## src/rtl/ecc29_pkg.sv

```systemverilog
// Shared constants and types for the 23-to-29 BCH read-path monitor.
// The log entry carries a fixed-width address field; users truncate to their own ADDR_W.
package ecc29_pkg;

   localparam int DATA_W     = 23;
   localparam int CW_W       = 29;
   localparam int LOC_W      = 5;
   localparam int LOG_ADDR_W = 32;

   typedef enum logic [1:0] {
      LOG_EMPTY = 2'd0,
      LOG_CE    = 2'd1,
      LOG_UE    = 2'd2
   } log_state_e;

   typedef struct packed {
      logic                  typ;
      logic [LOG_ADDR_W-1:0] addr;
      logic [LOC_W-1:0]      loc;
   } log_entry_t;

endpackage

```

## src/rtl/ecc29_sat_cnt.sv

```systemverilog
// Saturating up-counter with synchronous clear; a clear coinciding with an
// increment leaves the count at 1 so that event is not lost.
module ecc29_sat_cnt #(
   parameter int W = 8
) (
   input  logic         clk,
   input  logic         rst,
   input  logic         clr,
   input  logic         inc,
   output logic [W-1:0] cnt
);

   logic [W-1:0] r_cnt;

   always_ff @(posedge clk or posedge rst) begin
      if (rst) begin
         r_cnt <= '0;
      end else if (clr) begin
         r_cnt <= inc ? W'(1) : '0;
      end else if (inc && (r_cnt != '1)) begin
         r_cnt <= r_cnt + 1'b1;
      end
   end

   assign cnt = r_cnt;

endmodule

```

## src/rtl/ecc29_rd_monitor.sv

```systemverilog
// Read-path stage after the BCH decoder: one-deep valid/ready register, error
// counters, first-error log and scrub interrupt. Optional: ECC29_MON_CE_THRESH_IRQ_EN.
module ecc29_rd_monitor
   import ecc29_pkg::*;
#(
   parameter int ADDR_W    = 16,
   parameter int CNT_W     = 8,
   parameter int CE_THRESH = 4
) (
   input  logic              clk,
   input  logic              rst,
   input  logic              in_valid,
   output logic              in_ready,
   input  logic [ADDR_W-1:0] in_addr,
   input  logic [DATA_W-1:0] in_data,
   input  logic              in_err_correct,
   input  logic              in_err_uncorrect,
   input  logic [LOC_W-1:0]  in_err_loc,
   output logic              out_valid,
   input  logic              out_ready,
   output logic [DATA_W-1:0] out_data,
   output logic [ADDR_W-1:0] out_addr,
   output logic              out_uncorr,
   output logic [CNT_W-1:0]  ce_cnt,
   output logic [CNT_W-1:0]  ue_cnt,
   input  logic              cnt_clr,
   output logic              log_valid,
   output logic              log_type,
   output logic [ADDR_W-1:0] log_addr,
   output logic [LOC_W-1:0]  log_loc,
   input  logic              log_clr,
   output logic              irq
);

`ifdef ECC29_MON_CE_THRESH_IRQ_EN
   localparam bit THRESH_IRQ_EN = 1'b1;
`else
   localparam bit THRESH_IRQ_EN = 1'b0;
`endif

   localparam logic [CNT_W:0] CE_THRESH_EXT = (CNT_W+1)'(CE_THRESH);

   logic              r_out_valid;
   logic [DATA_W-1:0] r_out_data;
   logic [ADDR_W-1:0] r_out_addr;
   logic              r_out_uncorr;
   log_state_e        r_log_state;
   log_state_e        w_log_state_next;
   log_entry_t        r_log_entry;
   log_entry_t        w_log_entry_next;
   logic              w_accept;
   logic              w_ce_evt;
   logic              w_ue_evt;
   log_state_e        w_log_base;

   assign in_ready = !r_out_valid | out_ready;
   assign w_accept = in_valid & in_ready;
   // Both flags set means the decoder gave up: the word is poison, not a CE.
   assign w_ue_evt = w_accept & in_err_uncorrect;
   assign w_ce_evt = w_accept & in_err_correct & !in_err_uncorrect;

   always_ff @(posedge clk or posedge rst) begin
      if (rst) begin
         r_out_valid  <= 1'b0;
         r_out_data   <= '0;
         r_out_addr   <= '0;
         r_out_uncorr <= 1'b0;
      end else if (w_accept) begin
         r_out_valid  <= 1'b1;
         r_out_data   <= in_data;
         r_out_addr   <= in_addr;
         r_out_uncorr <= in_err_uncorrect;
      end else if (out_ready) begin
         r_out_valid  <= 1'b0;
      end
   end

   assign out_valid  = r_out_valid;
   assign out_data   = r_out_data;
   assign out_addr   = r_out_addr;
   assign out_uncorr = r_out_uncorr;

   ecc29_sat_cnt #(.W(CNT_W)) u_ce_cnt (
      .clk (clk),
      .rst (rst),
      .clr (cnt_clr),
      .inc (w_ce_evt),
      .cnt (ce_cnt)
   );

   ecc29_sat_cnt #(.W(CNT_W)) u_ue_cnt (
      .clk (clk),
      .rst (rst),
      .clr (cnt_clr),
      .inc (w_ue_evt),
      .cnt (ue_cnt)
   );

   always_ff @(posedge clk or posedge rst) begin
      if (rst) begin
         r_log_state <= LOG_EMPTY;
         r_log_entry <= '0;
      end else begin
         r_log_state <= w_log_state_next;
         r_log_entry <= w_log_entry_next;
      end
   end

   // Clear is applied first so an event in the same cycle lands in a fresh log.
   always_comb begin
      w_log_state_next = r_log_state;
      w_log_entry_next = r_log_entry;
      w_log_base       = log_clr ? LOG_EMPTY : r_log_state;
      if (log_clr) begin
         w_log_state_next = LOG_EMPTY;
         w_log_entry_next = '0;
      end
      if (w_ue_evt && (w_log_base != LOG_UE)) begin
         w_log_state_next      = LOG_UE;
         w_log_entry_next.typ  = 1'b1;
         w_log_entry_next.addr = LOG_ADDR_W'(in_addr);
         w_log_entry_next.loc  = '0;
      end else if (w_ce_evt && (w_log_base == LOG_EMPTY)) begin
         w_log_state_next      = LOG_CE;
         w_log_entry_next.typ  = 1'b0;
         w_log_entry_next.addr = LOG_ADDR_W'(in_addr);
         w_log_entry_next.loc  = in_err_loc;
      end
   end

   assign log_valid = (r_log_state != LOG_EMPTY);
   assign log_type  = r_log_entry.typ;
   assign log_addr  = ADDR_W'(r_log_entry.addr);
   assign log_loc   = r_log_entry.loc;

   assign irq = THRESH_IRQ_EN
              ? ((log_type & log_valid) | ({1'b0, ce_cnt} >= CE_THRESH_EXT))
              : log_valid;

endmodule

```

## config.mk

```make
export PLATFORM = sky130hd
export DESIGN_NAME = ecc29_rd_monitor
export DESIGN_NICKNAME = d
export VERILOG_FILES = /design/src/rtl/ecc29_pkg.sv /design/src/rtl/ecc29_sat_cnt.sv /design/src/rtl/ecc29_rd_monitor.sv
export SDC_FILE = /design/constraint.sdc
export NUM_CORES = 1
export LEC_CHECK = 0
export ABC_CLOCK_PERIOD_IN_PS = 4100
export BUFFER_PORTS_ARGS = -buffer_cell sky130_fd_sc_hd__buf_2
export CELL_PAD_IN_SITES_DETAIL_PLACEMENT = 0
export CELL_PAD_IN_SITES_GLOBAL_PLACEMENT = 1
export CORE_ASPECT_RATIO = 0.9
export CORE_MARGIN = 3
export CORE_UTILIZATION = 43
export CTS_BUF_LIST = sky130_fd_sc_hd__clkbuf_8
export CTS_CLUSTER_SIZE = 8
export DETAILED_ROUTE_END_ITERATION = 8
export PLACE_DENSITY = 0.95
export SLEW_MARGIN = 0
export SYNTH_ARGS = -nofsm -noshare
export SYNTH_HDL_FRONTEND = slang
export SYNTH_SLANG_ARGS = --single-unit
```

## constraint.sdc

```tcl
create_clock -name clk -period 4.1 [get_ports clk]
set_clock_uncertainty 0.15 [all_clocks]
set_input_delay 0.41 -clock clk [delete_from_list [all_inputs] [get_ports clk]]
set_output_delay 0.41 -clock clk [all_outputs]
set_load 0.005 [all_outputs]
```

==> run_results.csv, run 1 <==
group,metric,value,unit
outcome,status,"finished, final reports clean",
cts,cts_root_buf,"clkbuf_8",
cells_and_area,finalNetCount,457,
critical_path,crit_chain,"nand2b_2 -> nand2_4 -> nor3_4 -> mux2_2",
synth,synth_xor_area_share,0,%
critical_path,critical_path_required,4.18,ns
synth,yosysUniqueCellTypes,47,
die,die_x,102,microns
routing,vias,2708,
sta,fmax,0.392,GHz
routing,dr.pass1.iters,4,
pwr,combPwrFrac,16.8,%
die,pin_count,134,
cts,cts-buffers-inserted,9,
placed_design,gp_congestion,0.827,
sta,final_max_slew_viol_count,0,
synth,syn_inst,270,
sta,worst_slew_pin_slew,0.998,ns
pwr,peakVddDrop,181,uV
critical_path,startpoint_type,"flop",
synth,synthAdderAreaFrac,0.701,%
synth,synth-simple-area-share,13.7,%
cells_and_area,layout-drive-gt1-share,52.0,%
routing,drc_errors,0,
sta,setup_viol,0,
synth,synth_top_family_by_area,"multiplexers",
pwr,pwr-share-seq,52.7,%
cts,clock_path_buffers,2,
cts,hold_buffers,0,
cells_and_area,stdcell_area,4460,sq um
cts,clkSlewWorstSetupHoldPaths,0.08,ns
synth,synth_ff_type,"dfrtp_1",
cts,postCtsResizedCells,0,
critical_path,cp_slowest_cell,"nor3_4",
routing,drt_iter0_markers,81,
global_routing,grt_pass1_wl,13800,microns
critical_path,crit_family,"simple AND/OR/NAND/NOR gates",
cts,cts_num_sinks,81,
global_routing,first_global_vias,2830,
pwr,p_per_area,393,nW/um^2
global_routing,grtUsageMet1,22.6,%
critical_path,cp_max_fo,43,
flow_run,maxCapViolations,0,
routing,drtAntennaViolNets,0,
global_routing,grtUsageMet3,6.40,%
critical_path,critPathArrivalTime,2.64,ns
critical_path,cp.buffers_inverters,0,
placed_design,dp_hpwl,6100,microns
cells_and_area,n_antenna_cell,0,
routing,routed_wl,8380,microns
synth,yosysSeqAreaShare,56.8,%
cells_and_area,area_growth,25.1,%
sta,slew_headroom,33.4,%
sta,post-route-min-period,2.55,ns
pwr,fin_total_pwr,0.00175,W
synth,synth-edff-count,0,
synth,yosysWarnings,0,
cts,tritoncts,"built",
cts,h-tree-depth,3,
hold_path,hold_class,"in -> async",
global_routing,met2_usage,30.6,%
global_routing,track_usage,18.5,%
die,die_y,92.4,microns
critical_path,end_kind,"flop",
die,initial_core_util,45.7,%
placed_design,dpl_cell_area,4280,sq um
pwr,power_frac_clock,30.5,%
global_routing,antenna_found_initial,0,
sta,final.period_utilization,62.2,%
critical_path,cp_slowest_stage_delay,0.92,ns
synth,synth_area,3570,sq um
die,fp-row-count,30,
global_routing,grt_start_max_net_pins,60,
synth,synth-compound-area-share,6.94,%
cts,clk-insertion-delay-late,0.35,ns
synth,synthArstFlopShare,100,%
global_routing,grt-ovfl-total,0,
sta,rsz0062_at_grt,"false",
placed_design,numPortBuffers,133,
pwr,sw_frac_of_total,26.3,%
cts,post_cts_buffers,0,
cells_and_area,layout_common_cells,"buf_2 (133), dfrtp_1 (81), mux2_2 (45)",
sta,hold_violations,0,
pwr,p_int,0.00129,W
sta,finalSetupTns,0,ns
critical_path,critPathKind,"reg -> reg",
pwr,p_switching,0.000461,W
synth,synth_nets,324,
routing,post_drt_wl_per_cell,16.6,microns
global_routing,busiest_layer,"met2",
cells_and_area,layout_commonest_cell,"buf_2",
pwr,cellLeakagePower,2.22,nW
synth,postSynthAreaPerCell,13.2,sq um
synth,synth_mux_area_share,19.2,%
die,core,7810,sq um
die,die_area,9430,sq um
synth,ys_ff_latch,81,
routing,viasPerCell,5.37,
registers in the layout (all words and copies together), names as in the netlist:
signal        cells
log_loc           5
u_ue_cnt.cnt      8
out_addr         16
out_valid         1
log_type          1
out_uncorr        1
log_addr         16
out_data         23
u_ce_cnt.cnt      8
r_log_state       2
Yosys cell counts, types with 4 or more instances:
library cell / n / share of area, %
dfrtp_1: 81 / 57
nand3_1: 7 / 0.98
mux2_2: 45 / 14
nor3_1: 10 / 1.4
a22o_1: 5 / 1.2
buf_2: 4 / 0.56
a21oi_1: 11 / 1.5
nand2_1: 12 / 1.3
mux2_4: 10 / 4.2
and3_1: 5 / 0.88
nor2b_1: 20 / 3.5
worst register-to-register path, stage by stage (launching register included):
cell      delay (ns)
dfrtp_1         0.39
nand2b_2        0.19
nand2_4         0.35
nor3_4          0.93
mux2_2          0.43
area by class of cell:
class / instances / area, sq um
clock inverter: 5 / 30.0
multi-input combinational: 174 / 1450
clock buffer: 11 / 151
timing repair buffer: 134 / 673
tap: 96 / 120
fill: 676 / 3340
sequential: 81 / 2030
inverter: 3 / 12.5
metal layers:
| metal | part of all wire [%] | wire length [microns] |
|---|---|---|
| met3 | 7.2 | 603 |
| met4 | 1.3 | 110 |
| met1 | 42 | 3480 |
| met5 | 0 | 0 |
| met2 | 50 | 4180 |
per-stage QoR:
step	hold WS (ns)	utilization (%)	instances	setup slack, ns
after global routing	0.120	57.2	504	1.36
after CTS	0.113	57.2	504	1.50
after floorplan	0.321	-	270	1.46
after detailed placement	0.316	54.8	488	1.37
after global placement	0.306	54.8	488	1.46
final	0.103	57.2	504	1.55
final timing paths:
path / startpoint / end / slack [ns] / cells past startpoint
min in group clk: in_data[20] / out_data[20] / 0.13 / 2
setup reg to reg: out_valid / log_addr[10] / 1.55 / 4
hold / removal: rst / out_data[21] / 0.10 / 2
hold reg to reg: out_uncorr / out_uncorr / 0.33 / 2
max in group asynchronous: rst / log_type / 2.83 / 3
setup / recovery: out_valid / log_addr[10] / 1.55 / 4
cells by family (layout without fill, tap and decap cells):
logic type                 count (synthesis)  in the layout
DFF                                       81             81
AOI/OAI and AO/OA                         35             35
muxes                                     58             58
adders and majority gates                  2              2
and+or+nand+nor                           79             79
buffers and inverters                     15            153
power groups by stage:
stage | Combinational, W | Sequential [W] | Clock (W)
2_1_floorplan | 0.000153 | 0.000942 | 0
3_3_place_gp | 0.000290 | 0.000934 | 0
3_5_place_dp | 0.000300 | 0.000938 | 0
4_1_cts | 0.000301 | 0.000924 | 0.000555
5_1_grt | 0.000326 | 0.000935 | 0.000585
6_report | 0.000294 | 0.000924 | 0.000534
No activity file was read; power rests on OpenSTA's default activity.
==> run 2: changes to the inputs <==
--- a/config.mk
+++ b/config.mk
@@ -5,17 +5,17 @@
 export SDC_FILE = /design/constraint.sdc
 export NUM_CORES = 1
 export LEC_CHECK = 0
-export ABC_CLOCK_PERIOD_IN_PS = 4100
+export ABC_CLOCK_PERIOD_IN_PS = 2450
 export BUFFER_PORTS_ARGS = -buffer_cell sky130_fd_sc_hd__buf_2
 export CELL_PAD_IN_SITES_DETAIL_PLACEMENT = 0
 export CELL_PAD_IN_SITES_GLOBAL_PLACEMENT = 1
 export CORE_ASPECT_RATIO = 0.9
 export CORE_MARGIN = 3
-export CORE_UTILIZATION = 43
+export CORE_UTILIZATION = 39
 export CTS_BUF_LIST = sky130_fd_sc_hd__clkbuf_8
 export CTS_CLUSTER_SIZE = 8
 export DETAILED_ROUTE_END_ITERATION = 8
-export PLACE_DENSITY = 0.95
+export PLACE_DENSITY = 0.92
 export SLEW_MARGIN = 0
 export SYNTH_ARGS = -nofsm -noshare
 export SYNTH_HDL_FRONTEND = slang
==> constraint.sdc (replaced) <==
create_clock -name clk -period 2.45 [get_ports clk]
set_clock_uncertainty 0.15 [all_clocks]
set_input_delay 0.245 -clock clk [delete_from_list [all_inputs] [get_ports clk]]
set_output_delay 0.245 -clock clk [all_outputs]
set_load 0.005 [all_outputs]
==> run 2 against run 1 <==
  * Total power increased by 74%
  * Cell area increased by 11%
  * Worst hold slack got worse by 0.085 ns
  * First-iteration DRC count increased by 62%
  * Largest cell class unchanged
  * Largest power group unchanged
  * Highest routed layer unchanged
==> run_results.csv, run 2 (synthesis results as in run 1) <==
group,metric,value,unit
cells_and_area,layout_commonest_cell,"buf_2",
hold_path,hold_path_end,"out_data[15]",
die,die_area,10300,sq um
critical_path,worstRegToRegCells,5,
routing,viasPerCell,4.99,
placed_design,numPortBuffers,133,
cts,post_cts_buffers,0,
routing,dr_wl_met2,4520,microns
cells_and_area,seqCellArea,2030,sq um
sta,fmax,0.524,GHz
cts,cts-buffers-inserted,9,
sta,post-route-min-period,1.91,ns
global_routing,grt-ovfl-total,0,
cts,clk-insertion-delay-late,0.33,ns
sta,slew_headroom,67.0,%
cells_and_area,largest_register_ffs,23,
routing,routed.top_layer,"met4",
critical_path,critPathArrivalTime,1.98,ns
cells_and_area,n_antenna_cell,0,
pwr,p_per_area,615,nW/um^2
critical_path,critPathKind,"reg -> reg",
die,die_y,96.7,microns
critical_path,crit_family,"simple AND/OR/NAND/NOR gates",
cts,clkSlewWorstSetupHoldPaths,0.08,ns
cts,tritoncts,"built",
global_routing,grt_start_max_net_pins,46,
placed_design,dp_hpwl,6290,microns
hold_path,whs_path_depth,2,
critical_path,cp_slowest_stage_delay,0.39,ns
critical_path,critical_path_required,2.52,ns
routing,dr.pass1.iters,4,
cts,clock_path_buffers,2,
global_routing,first_global_vias,2931,
critical_path,rr_startpoint,"out_valid",
cells_and_area,layout_common_cells,"buf_2 (133), dfrtp_1 (81), mux2_2 (45)",
sta,final_max_slew_viol_count,0,
sta,hold_ws,0.0186,ns
placed_design,gp_congestion,0.767,
cells_and_area,area_growth,39.3,%
critical_path,cp_max_fo,16,
die,core,8730,sq um
cts,hold_buffers,42,
die,pin_count,134,
cts,postCtsResizedCells,0,
cells_and_area,nFillCells,756,
sta,rsz0062_at_grt,"false",
pwr,peakVddDrop,287,uV
routing,post_drt_wl_per_cell,15.8,microns
global_routing,antenna_found_initial,0,
sta,setup_viol,0,
hold_path,hold_start,"in_data[15]",
cts,h-tree-depth,3,
die,initial_core_util,40.9,%
routing,routed_wl,9070,microns
critical_path,r2r_end,"log_addr[13]",
routing,drtAntennaViolNets,0,
sta,hold_violations,0,
routing,drc_errors,0,
global_routing,track_usage,18.0,%
pwr,cellLeakagePower,2.43,nW
cells_and_area,finalNetCount,503,
die,die_x,107,microns
die,fp-row-count,32,
routing,wl_met1,3750,microns
global_routing,grt_pass1_wl,14900,microns
critical_path,startpoint_type,"flop",
hold_path,hold_class,"in -> reg",
sta,worst_slew_pin_slew,0.494,ns
sta,finalSetupTns,0,ns
critical_path,cp_slowest_cell,"dfrtp_1",
critical_path,cp.buffers_inverters,1,
routing,drt_iter0_markers,131,
critical_path,end_kind,"flop",
routing,wl_met3,596,microns
routing,vias,2853,
cells_and_area,multi_input_area,1450,sq um
critical_path,rrSetupSlack,0.54,ns
sta,final.period_utilization,77.9,%
cts,cts_num_sinks,81,
outcome,status,"finished, final reports clean",
critical_path,crit_chain,"nand2b_2 -> nand2_4 -> nor3_4 -> buf_4 -> mux2_2",
cells_and_area,layout-drive-gt1-share,47.5,%
flow_run,maxCapViolations,0,
cts,cts_root_buf,"clkbuf_8",
==> run 2: where the power goes <==
| group | internal (W) | leakage (nW) | switching, W |
|---|---|---|---|
| Sequential | 0.00147 | 1.02 | 0.0000747 |
| Combinational | 0.000319 | 1.30 | 0.000236 |
| Clock | 0.000514 | 0.106 | 0.000441 |
| Total | 0.00231 | 2.43 | 0.000752 |
==> run 2: routing by layer <==
metal / vias to the layer above / track usage (%)
li1: 1343 / -
met1: 1392 / 22.7
met2: 101 / 29.8
met3: 17 / 5.20
met4: 0 / 5.60
met5: - / 0
==> run 2: how the worst max path moves through the flow <==
stage	startpoint	end	cells after the start
floorplan	out_valid	log_addr[0]	6
global placement	out_ready	out_data[5]	5
detailed placement	out_ready	out_addr[4]	5
CTS	out_valid	log_addr[11]	5
global route	u_ce_cnt.cnt[0]	u_ce_cnt.cnt[1]	5
finish	out_valid	log_addr[13]	5
==> run 2: area by class of cell <==
class / count / area share (%)
multi-input cells: 174 / 29.1
flip-flops and latches: 81 / 40.8
clock buffers: 11 / 3.05
clock inverters: 4 / 0.881
repair buffers: 180 / 22.9
inverters: 3 / 0.302
well taps: 119 / 3.00
==> run 2: worst register-to-register path, delay by kind of cell (launching register included) <==
family                 cells  cell delay (ns)
DFF                        1             0.39
and+or+nand+nor            3             0.57
muxes                      1             0.39
buffers and inverters      1             0.31
==> run 2: stage by stage <==
stage / utilization (%) / area (sq um) / instances / total power (W) / worst slack (ns)
floorplan: - / 3570 / 270 / 0.00183 / 0.700
global placement: 49.9 / 4360 / 515 / 0.00206 / 0.557
detailed placement: 49.9 / 4360 / 515 / 0.00208 / 0.515
CTS: 57.0 / 4970 / 572 / 0.00311 / 0.544
global route: 57.0 / 4970 / 572 / 0.00322 / 0.390
finish: 57.0 / 4970 / 572 / 0.00306 / 0.542
